[src/rtl/pwm_carrier_bank_pkg.sv]
`default_nettype none
// ============================================================================
// Module      : pwm_carrier_bank_pkg
// Description : Shared types and constants for the PWM carrier bank:
//               count modes, event mask modes, on/off selectors and the
//               default channel count.
// Revision    : 1.0 - initial parametrised N-channel release
// ============================================================================
package pwm_carrier_bank_pkg;

  // Default number of carrier channels in a bank
  localparam int CARRCH_WIDTH = 8;

  // Per-channel counting behaviour
  typedef enum logic [1:0] {
    NO_COUNT     = 2'd0,
    COUNT_UP     = 2'd1,
    COUNT_DOWN   = 2'd2,
    COUNT_UPDOWN = 2'd3
  } pwm_count_mode;

  // Bit0 suppresses min events, bit1 suppresses max events
  typedef enum logic [1:0] {
    NO_MASK     = 2'd0,
    MIN_MASK    = 2'd1,
    MAX_MASK    = 2'd2,
    MINMAX_MASK = 2'd3
  } pwm_mask_mode;

  typedef enum logic {
    CARR_OFF = 1'b0,
    CARR_ON  = 1'b1
  } pwm_carr_onoff;

  typedef enum logic {
    CLKDIV_OFF = 1'b0,
    CLKDIV_ON  = 1'b1
  } pwm_clkdiv_onoff;

endpackage
`default_nettype wire

[src/rtl/pwm_carr_ch.sv]
`default_nettype none
// ============================================================================
// Module      : pwm_carr_ch
// Description : One carrier channel: up/down/up-down counter with direction,
//               shadow period, extrema event detection and an interrupt
//               event decimator.
// Revision    : 1.0 - initial parametrised N-channel release
// ============================================================================
module pwm_carr_ch
  import pwm_carrier_bank_pkg::*;
#(
  parameter int CNT_W = 16,
  parameter int EVT_W = 3
) (
  input  logic             clk,
  input  logic             rst_n,
  input  logic             tick_i,
  input  logic             sync_i,
  input  logic             en_i,
  input  logic [1:0]       mode_i,
  input  logic [1:0]       mask_i,
  input  logic [CNT_W-1:0] period_i,
  input  logic [CNT_W-1:0] phase_i,
  input  logic [EVT_W-1:0] evt_cnt_i,
  output logic [CNT_W-1:0] carr_o,
  output logic             dir_o,
  output logic             evt_o,
  output logic             irq_o
);

  pwm_count_mode    mode_e;
  logic [CNT_W-1:0] cnt_q, cnt_d;
  logic [CNT_W-1:0] pa_q, pa_d;
  logic             dir_q, dir_d;
  logic [EVT_W-1:0] dec_q, dec_d;
  logic             evt_q, evt_d;
  logic             irq_q, irq_d;
  logic [CNT_W-1:0] nxt_cnt;
  logic             nxt_dir;
  logic             hit_min, hit_max, fire;

  assign mode_e = pwm_count_mode'(mode_i);

  // Next-state: disable > sync > tick; events only ever come from a tick
  always_comb begin
    cnt_d   = cnt_q;
    dir_d   = dir_q;
    pa_d    = pa_q;
    dec_d   = dec_q;
    evt_d   = 1'b0;
    irq_d   = 1'b0;
    nxt_cnt = cnt_q;
    nxt_dir = dir_q;
    hit_min = 1'b0;
    hit_max = 1'b0;
    fire    = 1'b0;
    if (en_i != CARR_ON) begin
      cnt_d = '0;
      dir_d = 1'b0;
      pa_d  = period_i;
      dec_d = '0;
    end else if (sync_i) begin
      pa_d  = period_i;
      cnt_d = (phase_i > period_i) ? period_i : phase_i;
      dir_d = (mode_e == COUNT_DOWN);
    end else if (tick_i && (mode_e != NO_COUNT)) begin
      if (pa_q == '0) begin
        // Degenerate period: pinned at zero, a min event every tick
        nxt_cnt = '0;
        nxt_dir = 1'b0;
      end else begin
        case (mode_e)
          COUNT_UP: begin
            nxt_cnt = (cnt_q >= pa_q) ? '0 : cnt_q + 1'b1;
            nxt_dir = 1'b0;
          end
          COUNT_DOWN: begin
            nxt_cnt = ((cnt_q == '0) || (cnt_q > pa_q)) ? pa_q : cnt_q - 1'b1;
            nxt_dir = 1'b1;
          end
          COUNT_UPDOWN: begin
            // A counter stranded above a shrunk period turns as if at the peak
            if ((cnt_q > pa_q) || (!dir_q && (cnt_q == pa_q))) begin
              nxt_cnt = pa_q - 1'b1;
              nxt_dir = 1'b1;
            end else if (!dir_q) begin
              nxt_cnt = cnt_q + 1'b1;
              nxt_dir = 1'b0;
            end else if (cnt_q == '0) begin
              nxt_cnt = CNT_W'(1);
              nxt_dir = 1'b0;
            end else begin
              nxt_cnt = cnt_q - 1'b1;
              nxt_dir = 1'b1;
            end
          end
          default: begin
            nxt_cnt = cnt_q;
            nxt_dir = dir_q;
          end
        endcase
      end
      hit_min = (nxt_cnt == '0);
      hit_max = (nxt_cnt == pa_q) && (pa_q != '0);
      fire    = (hit_min && !mask_i[0]) || (hit_max && !mask_i[1]);
      cnt_d   = nxt_cnt;
      dir_d   = nxt_dir;
      evt_d   = fire;
      if (fire) begin
        pa_d = period_i;
        if (dec_q == evt_cnt_i) begin
          dec_d = '0;
          irq_d = 1'b1;
        end else begin
          dec_d = dec_q + 1'b1;
        end
      end
    end
  end

  // Channel state registers
  always_ff @(posedge clk or negedge rst_n) begin
    if (!rst_n) begin
      cnt_q <= '0;
      dir_q <= 1'b0;
      pa_q  <= '0;
      dec_q <= '0;
      evt_q <= 1'b0;
      irq_q <= 1'b0;
    end else begin
      cnt_q <= cnt_d;
      dir_q <= dir_d;
      pa_q  <= pa_d;
      dec_q <= dec_d;
      evt_q <= evt_d;
      irq_q <= irq_d;
    end
  end

  assign carr_o = cnt_q;
  assign dir_o  = dir_q;
  assign evt_o  = evt_q;
  assign irq_o  = irq_q;

endmodule
`default_nettype wire

[src/rtl/pwm_carrier_bank.sv]
`default_nettype none
// ============================================================================
// Module      : pwm_carrier_bank
// Description : N-channel PWM carrier generator with a shared prescaler and
//               one pwm_carr_ch instance per channel.
//               Build option CARR_PHASE_EN: when defined, sync loads each
//               counter with min(phase, period); otherwise sync loads zero
//               and the phase port is ignored.
// Revision    : 1.0 - initial parametrised N-channel release
// ============================================================================
module pwm_carrier_bank
  import pwm_carrier_bank_pkg::*;
#(
  parameter int N_CH  = CARRCH_WIDTH,
  parameter int CNT_W = 16,
  parameter int DIV_W = 4,
  parameter int EVT_W = 3
) (
  input  logic                  clk,
  input  logic                  rst_n,
  input  logic [N_CH-1:0]       en,
  input  logic [2*N_CH-1:0]     mode,
  input  logic [2*N_CH-1:0]     mask,
  input  logic                  clkdiv_en,
  input  logic [DIV_W-1:0]      clkdiv,
  input  logic [N_CH*CNT_W-1:0] period,
  input  logic [N_CH*CNT_W-1:0] phase,
  input  logic [N_CH*EVT_W-1:0] evt_cnt,
  input  logic                  sync,
  output logic [N_CH*CNT_W-1:0] carr,
  output logic [N_CH-1:0]       dir,
  output logic [N_CH-1:0]       evt,
  output logic [N_CH-1:0]       irq
);

  logic [DIV_W-1:0]      div_q, div_d;
  logic                  tick;
  logic [N_CH*CNT_W-1:0] phase_sel;

`ifdef CARR_PHASE_EN
  assign phase_sel = phase;
`else
  logic unused_phase;
  assign unused_phase = ^phase;
  assign phase_sel    = '0;
`endif

  // Shared prescaler: free-running tick when off, otherwise every clkdiv+1
  always_comb begin
    tick  = 1'b1;
    div_d = '0;
    if (clkdiv_en == CLKDIV_ON) begin
      tick  = (div_q == clkdiv);
      div_d = tick ? '0 : div_q + 1'b1;
    end
    if (sync) begin
      div_d = '0;
    end
  end

  // Prescaler divider register
  always_ff @(posedge clk or negedge rst_n) begin
    if (!rst_n) begin
      div_q <= '0;
    end else begin
      div_q <= div_d;
    end
  end

  for (genvar g = 0; g < N_CH; g++) begin : g_ch
    pwm_carr_ch #(
      .CNT_W (CNT_W),
      .EVT_W (EVT_W)
    ) u_ch (
      .clk       (clk),
      .rst_n     (rst_n),
      .tick_i    (tick),
      .sync_i    (sync),
      .en_i      (en[g]),
      .mode_i    (mode[2*g +: 2]),
      .mask_i    (mask[2*g +: 2]),
      .period_i  (period[g*CNT_W +: CNT_W]),
      .phase_i   (phase_sel[g*CNT_W +: CNT_W]),
      .evt_cnt_i (evt_cnt[g*EVT_W +: EVT_W]),
      .carr_o    (carr[g*CNT_W +: CNT_W]),
      .dir_o     (dir[g]),
      .evt_o     (evt[g]),
      .irq_o     (irq[g])
    );
  end

endmodule
`default_nettype wire

[config.mk]
export PLATFORM = sky130hd
export DESIGN_NAME = pwm_carrier_bank
export DESIGN_NICKNAME = d
export VERILOG_FILES = /design/src/rtl/pwm_carrier_bank_pkg.sv /design/src/rtl/pwm_carr_ch.sv /design/src/rtl/pwm_carrier_bank.sv
export SDC_FILE = /design/constraint.sdc
export NUM_CORES = 2
export LEC_CHECK = 0
export CAP_MARGIN = 20
export CORE_MARGIN = 10
export CORE_UTILIZATION = 23
export DETAILED_ROUTE_END_ITERATION = 6
export PLACE_DENSITY_LB_ADDON = 0.08
export SLEW_MARGIN = 10
export SYNTH_ARGS = -nofsm -noshare
export SYNTH_HDL_FRONTEND = slang
export SYNTH_SLANG_ARGS = --single-unit
[constraint.sdc]
create_clock -name clk -period 9.75 [get_ports clk]
set_input_delay 0.975 -clock clk [delete_from_list [all_inputs] [get_ports clk]]
set_output_delay 0.975 -clock clk [all_outputs]
set_load 0.02 [all_outputs]
==> results.sh <==
export IMPL_clk_latency_ns=0.69
export IMPL_leakage_nw=17.76
export IMPL_netlist_instances=5357
export IMPL_vias_per_cell=5.859
export IMPL_synth_top_cell_by_area="dfrtp_1"
export IMPL_ios=480
export IMPL_dp_hpwl_mm=165.2
export IMPL_rsz0062_at_grt="no"
export IMPL_drt_pass1_iter_count=7
export IMPL_hold_class="input pin to asynchronous set/reset pin"
export IMPL_synth_top_area_frac=0.1972
export IMPL_hold_buffers=0
export IMPL_die_height_um=432.2
export IMPL_finalHoldViolations=0
export IMPL_seq_area_mm2=0.007707
export IMPL_yosysMostFrequentCell="nand2_1"
export IMPL_grt_use_total=0.2241
export IMPL_critical_path_class="flip-flop to flip-flop"
export IMPL_overflow=0
export IMPL_drive_gt1_frac=0.08690
export IMPL_report_final_slew_viol_count=0
export IMPL_synth_warnings=0
export IMPL_synth_top_cells_by_count="507 x nand2_1, 480 x nor2_1, 355 x clkbuf_1, 310 x a21oi_1, 308 x dfrtp_1"
export IMPL_io_buffers=351
export IMPL_finalSetupTns_ns=0
export IMPL_worst_slack_ns=3.066
export IMPL_worst_pin_slew_ns=1.162
export IMPL_synth_edf_count=0
export IMPL_drtIter0Drc=4801
export IMPL_min_period_over_period=0.6855
export IMPL_dieWidth_um=432.2
export IMPL_synth_nets=5862
export IMPL_dp_slack_ns=3.203
export IMPL_crit_arrival_ns=7.23
export IMPL_initial_core_util=0.2312
export IMPL_postCtsSetupBuffers=0
export IMPL_fin_nets=6002
export IMPL_avgSynthCellArea_um2=7.297
export IMPL_cp_end_kind="flip-flop"
export IMPL_multiInputGateArea_mm2=0.02885
export IMPL_placed_area_mm2=0.04490
export IMPL_drtAntennaViolNets=0
export IMPL_final_cell_area_mm2=0.04670
export IMPL_grt_pass1_vias=44130
export IMPL_ir_drop_mv=0.1113
export IMPL_cts_made_buffers=50
export IMPL_grt_pass1_wl_mm=319.2
export IMPL_yosysUniqueCellTypes=103
export IMPL_fin_crit_ns=6.684
export IMPL_vias=45440
export IMPL_rows=151
export IMPL_startpoint_type="flip-flop"
export IMPL_setup_viol=0
export IMPL_postCtsResizedCells=0
export IMPL_status="finished, violations left"
export IMPL_core_area_mm2=0.1691
export IMPL_cts_tree="yes"
export IMPL_cts_sinks=308
export IMPL_antenna_found_initial=10
export IMPL_synth_seq_area_share=0.1972
export IMPL_violations="DRC"
export IMPL_cp_required_ns=10.30
export IMPL_dieArea_mm2=0.1868
export IMPL_crit_chain="inv_1, ha_1, nand3_1, nor3_1, nand2_1, a21oi_1, nor4_2, buf_4, nor2_1, a211o_1, o211ai_1, or4_1, nor4_1, and3_1, o31ai_4, mux2_2"
export IMPL_avgRoutedWirePerCell_um=28.41
export IMPL_cts_path_max_buffers=3
export IMPL_netlist_area_mm2=0.03909
export IMPL_root_buffer="clkbuf_16"
export IMPL_drc_errors=1
export IMPL_fmax_ghz=0.1496
export IMPL_grt_max_degree=64
export IMPL_max_stage_delay_ns=0.77
export IMPL_synth_seq_cells=308
export IMPL_fin_worst_skew_ns=0.03683
export IMPL_htreeDepth=2
export IMPL_power_mw=6.013
export IMPL_ys_top_cells_by_area="dfrtp_1 20%, xnor2_1 5.8%, ha_1 5.7%"
export IMPL_p_per_area_mw_per_mm2=128.7
export IMPL_relSlewSlack=0.2186
export IMPL_synthArstFlopShare=1.000
export IMPL_cp_slowest_cell="a21oi_1"
export IMPL_synth_flop_cell="dfrtp_1"
export IMPL_cp_max_fo=19
export IMPL_clkTransAtPathRegs_ns=0.06
export IMPL_cap_violations=0
export IMPL_gp_congestion=0.9458
export IMPL_area_delta_synth_final_pct=19.48
export IMPL_routed_wl_mm=220.3
export IMPL_fill_cells=18630
[sequential cells by signal, summed over array words and instances, names as in the netlist]
register / cells
g_ch.u_ch.pa_q: 128
g_ch.u_ch.carr_o: 128
g_ch.u_ch.dir_o: 8
g_ch.u_ch.evt_o: 8
div_q: 4
g_ch.u_ch.dec_q: 24
g_ch.u_ch.irq_o: 8
[through the flow]
stage	hold WS, ns	std cells	utilization
after global placement	0.4946	7656	0.2654
final	0.2330	7755	0.2762
after floorplan	0.4686	5357	-
after detailed placement	0.5002	7658	0.2656
after global routing	0.2285	7754	0.2762
after CTS	0.2011	7748	0.2760
[cells in the final DEF, fill, tap and decap left out, drive strengths merged, types with 73 or more instances in the layout]
master,synthesis,final
o21ai,288,288
a211oi,119,119
a21oi,313,313
nand2,507,507
clkbuf,355,73
a31oi,104,104
dfrtp,308,308
o211ai,88,88
ha,177,177
nor2,484,484
nand3,226,226
inv,218,222
mux2,128,128
nand4,136,136
nor4,121,121
nor3,229,229
clkdlybuf4s50,0,349
buf,75,164
xor2,80,80
xnor2,257,257
[critical path, delay by kind of cell (launching register included)]
kind	cells	cell delay, ns
simple gates	8	3.38
compound gates	4	1.44
flops	1	0.54
buf+inv	2	0.46
mux	1	0.38
fa+ha+maj	1	0.34
[path summary, 6_finish.rpt]
path | startpoint | to | slack [ns] | cells after the start
worst max-delay path | g_ch[3].u_ch.pa_q[14] | g_ch[3].u_ch.pa_q[9] | 3.07 | 16
worst max register to register | g_ch[3].u_ch.pa_q[14] | g_ch[3].u_ch.pa_q[9] | 3.07 | 16
worst min-delay path | rst_n | g_ch[7].u_ch.pa_q[9] | 0.23 | 1
min in group clk | g_ch[1].u_ch.pa_q[13] | g_ch[1].u_ch.pa_q[13] | 0.52 | 1
max in group asynchronous | rst_n | g_ch[0].u_ch.dec_q[2] | 7.52 | 3
worst min register to register | g_ch[1].u_ch.pa_q[13] | g_ch[1].u_ch.pa_q[13] | 0.52 | 1
[routing by layer]
metal	vias up	GRT usage	share of wire
met4	4	0.07902	0.040
met5	-	0	0.00012
met3	393	0.03193	0.065
li1	20480	-	-
met2	2037	0.3613	0.45
met1	22520	0.3033	0.44
[final cells by class]
type,count,share of cell area
multi-input combinational,4396,0.6178
sequential,308,0.1650
antenna,2,0.0001072
inverter,223,0.01792
tap,2218,0.05942
timing repair buffer,518,0.1020
clock inverter,21,0.006591
clock buffer,69,0.03113
[cell families after synthesis]
logic type	synth area share
XOR/XNOR	0.07551
flip-flops	0.1972
adder cells (fa/ha/maj)	0.05666
AND/OR/NAND/NOR	0.2738
AO/OA/AOI/OAI	0.2779
buffers and inverters	0.06693
multiplexers	0.05192
[where the power goes]
part / internal [mW] / switching [mW] / leakage [nW]
sequential: 1.35 / 0.201 / 3.98
clock: 1.22 / 0.787 / 0.853
combinational: 0.847 / 1.61 / 12.9
total: 3.41 / 2.60 / 17.8
Note: power is estimated with default switching activity, not from simulation.
